$ cat config.mk
export PLATFORM = sky130hd
export DESIGN_NAME = mon_host_tx
export DESIGN_NICKNAME = d
export VERILOG_FILES = /design/src/rtl/mon_pkg.sv /design/src/rtl/mon_pkt_fifo.sv /design/src/rtl/mon_host_tx.sv
export SDC_FILE = /design/constraint.sdc
export NUM_CORES = 1
export LEC_CHECK = 0
export ABC_AREA = 0
export BUFFER_PORTS_ARGS = -buffer_cell sky130_fd_sc_hd__buf_2
export CORE_UTILIZATION = 58
export CTS_CLUSTER_DIAMETER = 30
export CTS_CLUSTER_SIZE = 8
export DETAILED_ROUTE_END_ITERATION = 16
export PLACE_DENSITY = 0.76
export SLEW_MARGIN = 20
export SYNTH_ARGS = -nofsm -noshare
export SYNTH_HDL_FRONTEND = slang
export SYNTH_SLANG_ARGS = --single-unit
$ cat constraint.sdc
create_clock -name mon_clk -period 5.7 [get_ports mon_clk]
set_input_delay 0.57 -clock mon_clk [delete_from_list [all_inputs] [get_ports mon_clk]]
set_output_delay 0.57 -clock mon_clk [all_outputs]
set_load 0.005 [all_outputs]
$ cat src/rtl/mon_pkg.sv
// Shared definitions for the monitor-bus host transmitter: packet layout,
// serializer state encoding and default inter-packet gap.
package mon_pkg;

   localparam int MON_PKT_W   = 40;
   localparam int MON_OP_MSB  = 39;
   localparam int MON_OP_LSB  = 24;
   localparam int MON_GAP_DEF = 2;
   localparam int MON_CNT_W   = 6;

   localparam logic [MON_CNT_W-1:0] MON_DATA_LAST = 6'd39;

   typedef enum logic [1:0] {
      ST_IDLE  = 2'd0,
      ST_START = 2'd1,
      ST_DATA  = 2'd2,
      ST_GAP   = 2'd3
   } mon_state_e;

   function automatic logic mon_msb(input logic [MON_PKT_W-1:0] value);
      return value[MON_PKT_W-1];
   endfunction

endpackage

$ cat src/rtl/mon_pkt_fifo.sv
// Packet FIFO feeding the serializer; pointers wrap naturally because DEPTH
// is a power of two, and pushes while full leave the storage untouched.
module mon_pkt_fifo #(
   parameter int WIDTH = 40,
   parameter int DEPTH = 4
) (
   input  logic             clk,
   input  logic             rst_n,
   input  logic             push,
   input  logic             pop,
   input  logic [WIDTH-1:0] din,
   output logic [WIDTH-1:0] dout,
   output logic [3:0]       level,
   output logic             full,
   output logic             empty
);

   localparam int PTR_W = $clog2(DEPTH);

   logic [WIDTH-1:0] mem_r [DEPTH];
   logic [PTR_W-1:0] wr_ptr_r;
   logic [PTR_W-1:0] rd_ptr_r;
   logic [3:0]       count_r;
   logic             do_push_s;
   logic             do_pop_s;

   assign full      = (count_r == 4'(DEPTH));
   assign empty     = (count_r == 4'd0);
   assign do_push_s = push & ~full;
   assign do_pop_s  = pop & ~empty;
   assign dout      = mem_r[rd_ptr_r];
   assign level     = count_r;

   // Pointer and occupancy tracking; simultaneous push and pop keeps the count.
   always_ff @(posedge clk or negedge rst_n) begin
      if (!rst_n) begin
         wr_ptr_r <= '0;
         rd_ptr_r <= '0;
         count_r  <= 4'd0;
      end else begin
         if (do_push_s) begin
            wr_ptr_r <= wr_ptr_r + PTR_W'(1'b1);
         end
         if (do_pop_s) begin
            rd_ptr_r <= rd_ptr_r + PTR_W'(1'b1);
         end
         case ({do_push_s, do_pop_s})
            2'b10:   count_r <= count_r + 4'd1;
            2'b01:   count_r <= count_r - 4'd1;
            default: count_r <= count_r;
         endcase
      end
   end

   // Storage array; only accepted pushes write.
   always_ff @(posedge clk) begin
      if (do_push_s) begin
         mem_r[wr_ptr_r] <= din;
      end
   end

endmodule

$ cat src/rtl/mon_host_tx.sv
// Monitor-bus host transmitter: queues 40-bit packets and serializes each as
// a start bit, 40 data bits MSB first, then GAP idle-high bit times.
module mon_host_tx
   import mon_pkg::*;
#(
   parameter int GAP   = MON_GAP_DEF,
   parameter int DEPTH = 4
) (
   input  logic                 mon_clk,
   input  logic                 reset_n,
   input  logic [MON_PKT_W-1:0] pkt_data,
   input  logic                 pkt_valid,
   output logic                 pkt_ready,
   output logic                 to_mon,
   output logic                 busy,
   output logic [3:0]           level,
   output logic                 tx_done
);

   localparam logic [3:0] GAP_LAST = 4'(GAP - 1);

   mon_state_e             state_r;
   mon_state_e             state_nx_s;
   logic [MON_PKT_W-1:0]   shift_r;
   logic [MON_CNT_W-1:0]   bit_cnt_r;
   logic [3:0]             gap_cnt_r;
   logic                   to_mon_r;
   logic                   busy_r;
   logic                   tx_done_r;
   logic                   to_mon_s;
   logic                   busy_s;
   logic                   tx_done_s;
   logic                   pop_s;
   logic                   push_s;
   logic [MON_PKT_W-1:0]   fifo_dout_s;
   logic [3:0]             level_s;
   logic                   fifo_full_s;
   logic                   fifo_empty_s;

   assign pkt_ready = ~fifo_full_s;
   assign push_s    = pkt_valid & pkt_ready;
   assign level     = level_s;
   assign to_mon    = to_mon_r;
   assign busy      = busy_r;
   assign tx_done   = tx_done_r;

   mon_pkt_fifo #(
      .WIDTH (MON_PKT_W),
      .DEPTH (DEPTH)
   ) u_fifo (
      .clk   (mon_clk),
      .rst_n (reset_n),
      .push  (push_s),
      .pop   (pop_s),
      .din   (pkt_data),
      .dout  (fifo_dout_s),
      .level (level_s),
      .full  (fifo_full_s),
      .empty (fifo_empty_s)
   );

   // Serializer state register.
   always_ff @(posedge mon_clk or negedge reset_n) begin
      if (!reset_n) begin
         state_r <= ST_IDLE;
      end else begin
         state_r <= state_nx_s;
      end
   end

   // Next-state decode plus the line value, busy and done for this state.
   always_comb begin
      state_nx_s = state_r;
      pop_s      = 1'b0;
      to_mon_s   = 1'b1;
      busy_s     = (state_r != ST_IDLE);
      tx_done_s  = 1'b0;
      case (state_r)
         ST_IDLE: begin
            if (!fifo_empty_s) begin
               state_nx_s = ST_START;
               pop_s      = 1'b1;
            end else begin
               state_nx_s = ST_IDLE;
            end
         end
         ST_START: begin
            to_mon_s   = 1'b0;
            state_nx_s = ST_DATA;
         end
         ST_DATA: begin
            to_mon_s = mon_msb(shift_r);
            if (bit_cnt_r == 6'd0) begin
               state_nx_s = ST_GAP;
            end else begin
               state_nx_s = ST_DATA;
            end
         end
         ST_GAP: begin
            if (gap_cnt_r == 4'd0) begin
               tx_done_s = 1'b1;
               if (!fifo_empty_s) begin
                  state_nx_s = ST_START;
                  pop_s      = 1'b1;
               end else begin
                  state_nx_s = ST_IDLE;
               end
            end else begin
               state_nx_s = ST_GAP;
            end
         end
         default: begin
            state_nx_s = ST_IDLE;
         end
      endcase
   end

   // Shift register and bit/gap counters; the shifter only loads on a pop.
   always_ff @(posedge mon_clk or negedge reset_n) begin
      if (!reset_n) begin
         shift_r   <= '0;
         bit_cnt_r <= 6'd0;
         gap_cnt_r <= 4'd0;
      end else begin
         if (pop_s) begin
            shift_r <= fifo_dout_s;
         end else if (state_r == ST_DATA) begin
            shift_r <= {shift_r[MON_PKT_W-2:0], 1'b0};
         end else begin
            shift_r <= shift_r;
         end
         if (state_r == ST_START) begin
            bit_cnt_r <= MON_DATA_LAST;
         end else if ((state_r == ST_DATA) && (bit_cnt_r != 6'd0)) begin
            bit_cnt_r <= bit_cnt_r - 6'd1;
         end else begin
            bit_cnt_r <= bit_cnt_r;
         end
         if ((state_r == ST_DATA) && (bit_cnt_r == 6'd0)) begin
            gap_cnt_r <= GAP_LAST;
         end else if ((state_r == ST_GAP) && (gap_cnt_r != 4'd0)) begin
            gap_cnt_r <= gap_cnt_r - 4'd1;
         end else begin
            gap_cnt_r <= gap_cnt_r;
         end
      end
   end

   // Output registers: the line trails the state by one bit time.
   always_ff @(posedge mon_clk or negedge reset_n) begin
      if (!reset_n) begin
         to_mon_r  <= 1'b1;
         busy_r    <= 1'b0;
         tx_done_r <= 1'b0;
      end else begin
         to_mon_r  <= to_mon_s;
         busy_r    <= busy_s;
         tx_done_r <= tx_done_s;
      end
   end

endmodule

After elaboration in Yosys (flattened, before gate mapping)
Memory sizes are Yosys's and may differ from the RTL's.
Index checks and enable logic that the tools add are counted.
Widths: inputs -> output; s select.

word-level totals
  memories kept = 1
  flip-flop bits (word level) = 63
  logic and storage cells = 61
  memory bits (writable) = 160

operators by class
  reductions and logical operators = 14
  bitwise gates (word level) = 5
  mux-type cells = 19
  add/sub/neg operators = 6
  equality and inequality tests = 6

memories
  name          depth  width  rd ports  clocked after Yosys merged registers in  wr ports  RTL line            RTL
  u_fifo.mem_r  4      40     1         0                                        1         mon_pkt_fifo.sv:20  logic [WIDTH-1:0] mem_r [DEPTH];

operators with widths
  kind                 count
  $mux 40              2
  $mux 6               2
  $reduce_bool 2->1    5
  $logic_not 4->1      2
  $mux 1               8
  $mux 4               2
  $pmux 2 s4           1
  $pmux 4 s2           1
  $sub 4x1->4 const B  2
  $eq 2x2->1 const B   3
  $logic_not 6->1      1
  $reduce_bool 6->1    1
  $sub 6x1->6 const B  1
  $add 2x1->2 const B  2
  $add 4x1->4 const B  1
  $eq 2x1->1 const B   2
  $eq 4x3->1 const B   1
  $pmux 1 s2           2
  $reduce_bool 4->1    1
  $and 1x1->1          3
  $logic_and 1x1->1    3
  $logic_not 2->1      1
  $mux 2               1
  $not 1->1            2

Longest topological paths before layout
  depth after elaboration = 7
  mapped depth = 14
  gate-level depth less buffers = 12

Cells and area by module
A second synthesis with hierarchy kept.

unflattened totals
  cell total of the unflattened synthesis = 491
  area total of the unflattened synthesis = 9232.6 um2

by module, submodules not included
  module        area each (um2)  times used  cells each
  mon_pkt_fifo  6372.4           1           267
  mon_host_tx   2860.2           1           224

Worst setup path before layout
No wires, ideal clock.

  path type = flip-flop to flip-flop
  start = register u_fifo.count_r[2] (netlist: u_fifo.level[2])
  end = register u_fifo.count_r[2] (netlist: u_fifo.level[2])
  buffers on the path = 2
  stages on the path, launching flop included = 13
  path slack = 3.067 ns
  arrival = 2.505 ns
  period minus slack after synthesis = 2.633 ns
  required time = 5.572 ns
  library setup time = 0.128 ns
  cell sequence = dfrtp_1 > or4_1 > o211ai_2 > buf_6 > buf_2 > inv_1 > ha_1 > xor2_1 > ha_1 > a21oi_1 > xor2_1 > nor2_1 > xor2_1

between the ends
  cells in the longest elaborated chain, start to end = 7
  elaborated cells on any way between the ends = 16
  those cells by class = add/sub: 2; eq/ne: 3; mux: 4; bitwise: 5; reduce/logical: 2

RTL lines
  what                                                    RTL line                               RTL
  from (decl)                                             mon_pkt_fifo.sv:23                     logic [3:0] count_r;
  from (signal assigned)                                  mon_pkt_fifo.sv:48                     2'b10: count_r <= count_r + 4'd1;
  from (signal assigned)                                  mon_pkt_fifo.sv:49                     2'b01: count_r <= count_r - 4'd1;
  from (signal assigned)                                  mon_pkt_fifo.sv:50                     default: count_r <= count_r;
  $logic_not 4->1 *                                       mon_pkt_fifo.sv:28                     assign empty = (count_r == 4'd0);
  $mux 1                                                  mon_host_tx.sv:80, mon_host_tx.sv:102
  $mux 1                                                  mon_host_tx.sv:100                     if (gap_cnt_r == 4'd0) begin
  $pmux 1 s2                                              mon_host_tx.sv:78                      case (state_r)
  $and 1x1->1 *                                           mon_pkt_fifo.sv:30                     assign do_pop_s = pop & ~empty;
  net u_fifo.do_pop_s                                     mon_pkt_fifo.sv:25                     logic do_pop_s;
  $eq 2x1->1 / $eq 2x2->1 (equally long branches)         mon_pkt_fifo.sv:47                     case ({do_push_s, do_pop_s})
  $pmux 4 s2 / $reduce_bool 2->1 (equally long branches)  -

The timed path passes the listed nets; every way through them passes the cells marked *.
A chain may end at the register's enable or synchronous reset.

Worst setup path in the final report
Ends and elaborated chain as after synthesis.

==> impl_metrics.toml <==
[setup_path]
start_kind = "register"
worstSetupPathType = "register to register"
critPathArrivalTime_ns = 3.63
cp_max_fo = 83
crit_required_ns = 6.07
worst-path-stages = 11
r2r_cells = 11
critPathMaxStageDelay_ns = 0.64
cp_cell_sequence = "or4_1 > o211ai_4 > buf_4 > inv_1 > ha_1 > xor2_1 > ha_1 > a21oi_1 > xor2_1 > nor2_1 > xor2_1"
cp_num_buf_inv = 2
cpLargestDelayFamily = "buffers and inverters"
cp_slowest_cell = "buf_4"
critPathCaptureType = "register"
cpMostUsedCell = "xor2_1"

[flow_run]
maxCapViolCount = 0

[die]
die_w_um = 126.1
start_util = 0.6055
core.rowCount = 44
io_pins = 51
fp.dieArea_mm2 = 0.01590
core_area_mm2 = 0.01475
fp.dieH_um = 126.1

[sta]
setup_tns_ns = 0
setup_viol = 0
hold_slack_ns = 0.2649
slew_violations = 0
fin_crit_sh = 0.5725
post-route-min-period_ns = 3.263
finClkSkew_ns = 0.02054
rsz0062_at_grt = "false"
worst_pin_slew_ns = 0.8282
max_freq_mhz = 306.4
slew_headroom = 0.4479
hold_viol_final = 0

[grt]
antenna_found_initial = 3
overflow = 0
grt_first_pass_wirelength_um = 25390
grt.total_usage = 0.2100
grt_max_degree = 84
grt_pass1_vias = 5075

[status]
status = "completed"

[cells_and_area]
layout-area-overhead-vs-synth_pct = 19.29
final_common_cell = "edfxtp_1"
post_route_cells_drive_above_1_share = 0.2712
final_cell_mix = "edfxtp_1 (160), dfrtp_1 (61), buf_2 (50)"
fin_nets = 640
fin_util = 0.7223

[clocking]
cts_resized = 0
cts_tree = "built"
postCtsSetupBuffers = 0
ctsHoldBuffers = 0
cts_root_buf = "clkbuf_16"
htree_levels = 2
cts_buffers = 40
clock-sinks = 223
clk_latency_ns = 0.51
clk_path_buf_depth = 3
path_clk_slew_ns = 0.04

[synth]
ys_warn_count = 0
syn_inst = 510
synthDistinctLibCells = 42
yosysSeqAreaShare = 0.7144
syn-cell-area_mm2 = 0.008934
synth.net_count = 568
yosys_register_bits = 223
synth_area_per_cell_um2 = 17.52

[power]
p_per_area_mw_per_mm2 = 594.3
vdd_drop_max_v = 0.0003136
p_leak_nw = 3.901

[route]
drc = 0
antenna_left = 0
routed.top_layer = "met5"
met1Wirelength_um = 6358
vias = 4577
wl_per_cell_um = 19.57
drtIter0Drc = 261
wl_met2_um = 8059
wl_met3_um = 753
drt-total-wl_um = 15620
via_per_inst = 5.736
dr.pass1.iters = 4

[min_path]
hp-class = "input pin to asynchronous set/reset pin"

[place]
io_buffers = 50
dp_hpwl_um = 8327
gp_congestion = 0.7149
registers in the layout, summed over array words and instances, names as in the netlist:
| name | flops |
|---|---|
| tx_done | 1 |
| state_r | 2 |
| u_fifo.wr_ptr_r | 2 |
| u_fifo.rd_ptr_r | 2 |
| u_fifo.mem_r | 160 |
| busy | 1 |
| bit_cnt_r | 6 |
| shift_r | 40 |
| gap_cnt_r | 4 |
| to_mon | 1 |
| u_fifo.level | 4 |
through the flow:
stage | cell area [um^2] | power (mW) | worst slack [ns] | instances
6_report | 10660 | 6.333 | 2.437 | 798
4_1_cts | 10620 | 6.386 | 2.396 | 795
3_5_place_dp | 9324 | 4.101 | 2.406 | 723
3_3_place_gp | 9324 | 4.011 | 2.510 | 723
5_1_grt | 10650 | 6.655 | 2.200 | 797
2_1_floorplan | 8934 | 3.733 | 3.067 | 510
power breakdown:
part / switching [mW] / total [mW] / internal (mW)
Sequential: 0.250 / 2.48 / 2.23
Combinational: 0.858 / 1.61 / 0.747
Clock: 0.742 / 2.25 / 1.51
Total: 1.85 / 6.33 / 4.48
path summary, 6_finish.rpt:
path                            slack, ns             from             endpoint
worst min register to register       0.53      shift_r[39]               to_mon
worst max-delay path                 2.44  u_fifo.level[2]      u_fifo.level[2]
worst min-delay path                 0.26          reset_n           shift_r[3]
max in group asynchronous            4.85          reset_n   u_fifo.rd_ptr_r[0]
worst max register to register       2.44  u_fifo.level[2]      u_fifo.level[2]
min in group mon_clk                 0.28     pkt_data[24]  u_fifo.mem_r[2][24]
cell families after synthesis:
kind of cell             count (synthesis)  synth area share
XOR/XNOR                                14           0.01373
flip-flops                             223            0.7144
AO/OA/AOI/OAI                           56           0.03600
adder cells (fa/ha/maj)                 15           0.02101
AND/OR/NAND/NOR                         80           0.04538
buffers and inverters                   41           0.02255
multiplexers                            81            0.1469
Yosys cell counts, drive strengths merged:
library cell / instances / area, um^2
mux4: 40 / 900.9
buf: 18 / 115.1
o22ai: 1 / 6.260
dfstp: 1 / 26.28
mux2: 1 / 11.26
nor4b: 1 / 15.01
dfrtp: 62 / 1551
nand2b: 3 / 18.77
clkbuf: 8 / 30.03
ha: 15 / 187.7
mux2i: 40 / 400.4
o21ai: 7 / 35.03
o31ai: 1 / 21.27
or4: 2 / 15.01
or3b: 2 / 20.02
inv: 15 / 56.30
nand3b: 2 / 15.01
nor4: 2 / 12.51
o211ai: 1 / 12.51
a21boi: 1 / 7.510
and4bb: 1 / 12.51
xnor2: 5 / 43.79
a211o: 1 / 8.760
a211oi: 1 / 7.510
o311ai: 1 / 8.760
xor2: 9 / 78.83
nor4bb: 2 / 20.02
o2111ai: 1 / 8.760
nor3: 2 / 10.01
or3: 1 / 6.260
nor2: 49 / 183.9
or4b: 1 / 10.01
nand3: 2 / 10.01
and3: 4 / 25.02
a21oi: 41 / 205.2
and2: 2 / 12.52
edfxtp: 160 / 4805
nor3b: 1 / 7.510
nand2: 3 / 11.26
per-layer routing:
layer / global-route usage / vias up
met3: 0.04758 / 43
met5: 0 / -
met4: 0.08930 / 2
met2: 0.3715 / 109
met1: 0.2478 / 2296
li1: - / 2127
layout make-up:
| cell class | instances | area (um^2) |
|---|---|---|
| flip-flops and latches | 223 | 6384 |
| fillers | 857 | 4098 |
| multi-input cells | 246 | 2377 |
| clock buffers | 60 | 1136 |
| repair buffers | 56 | 307.8 |
| well taps | 184 | 230.2 |
| clock inverters | 12 | 160.2 |
| inverters | 15 | 56.30 |
| diodes | 2 | 5.005 |
No activity file was read; power rests on OpenSTA's default activity.
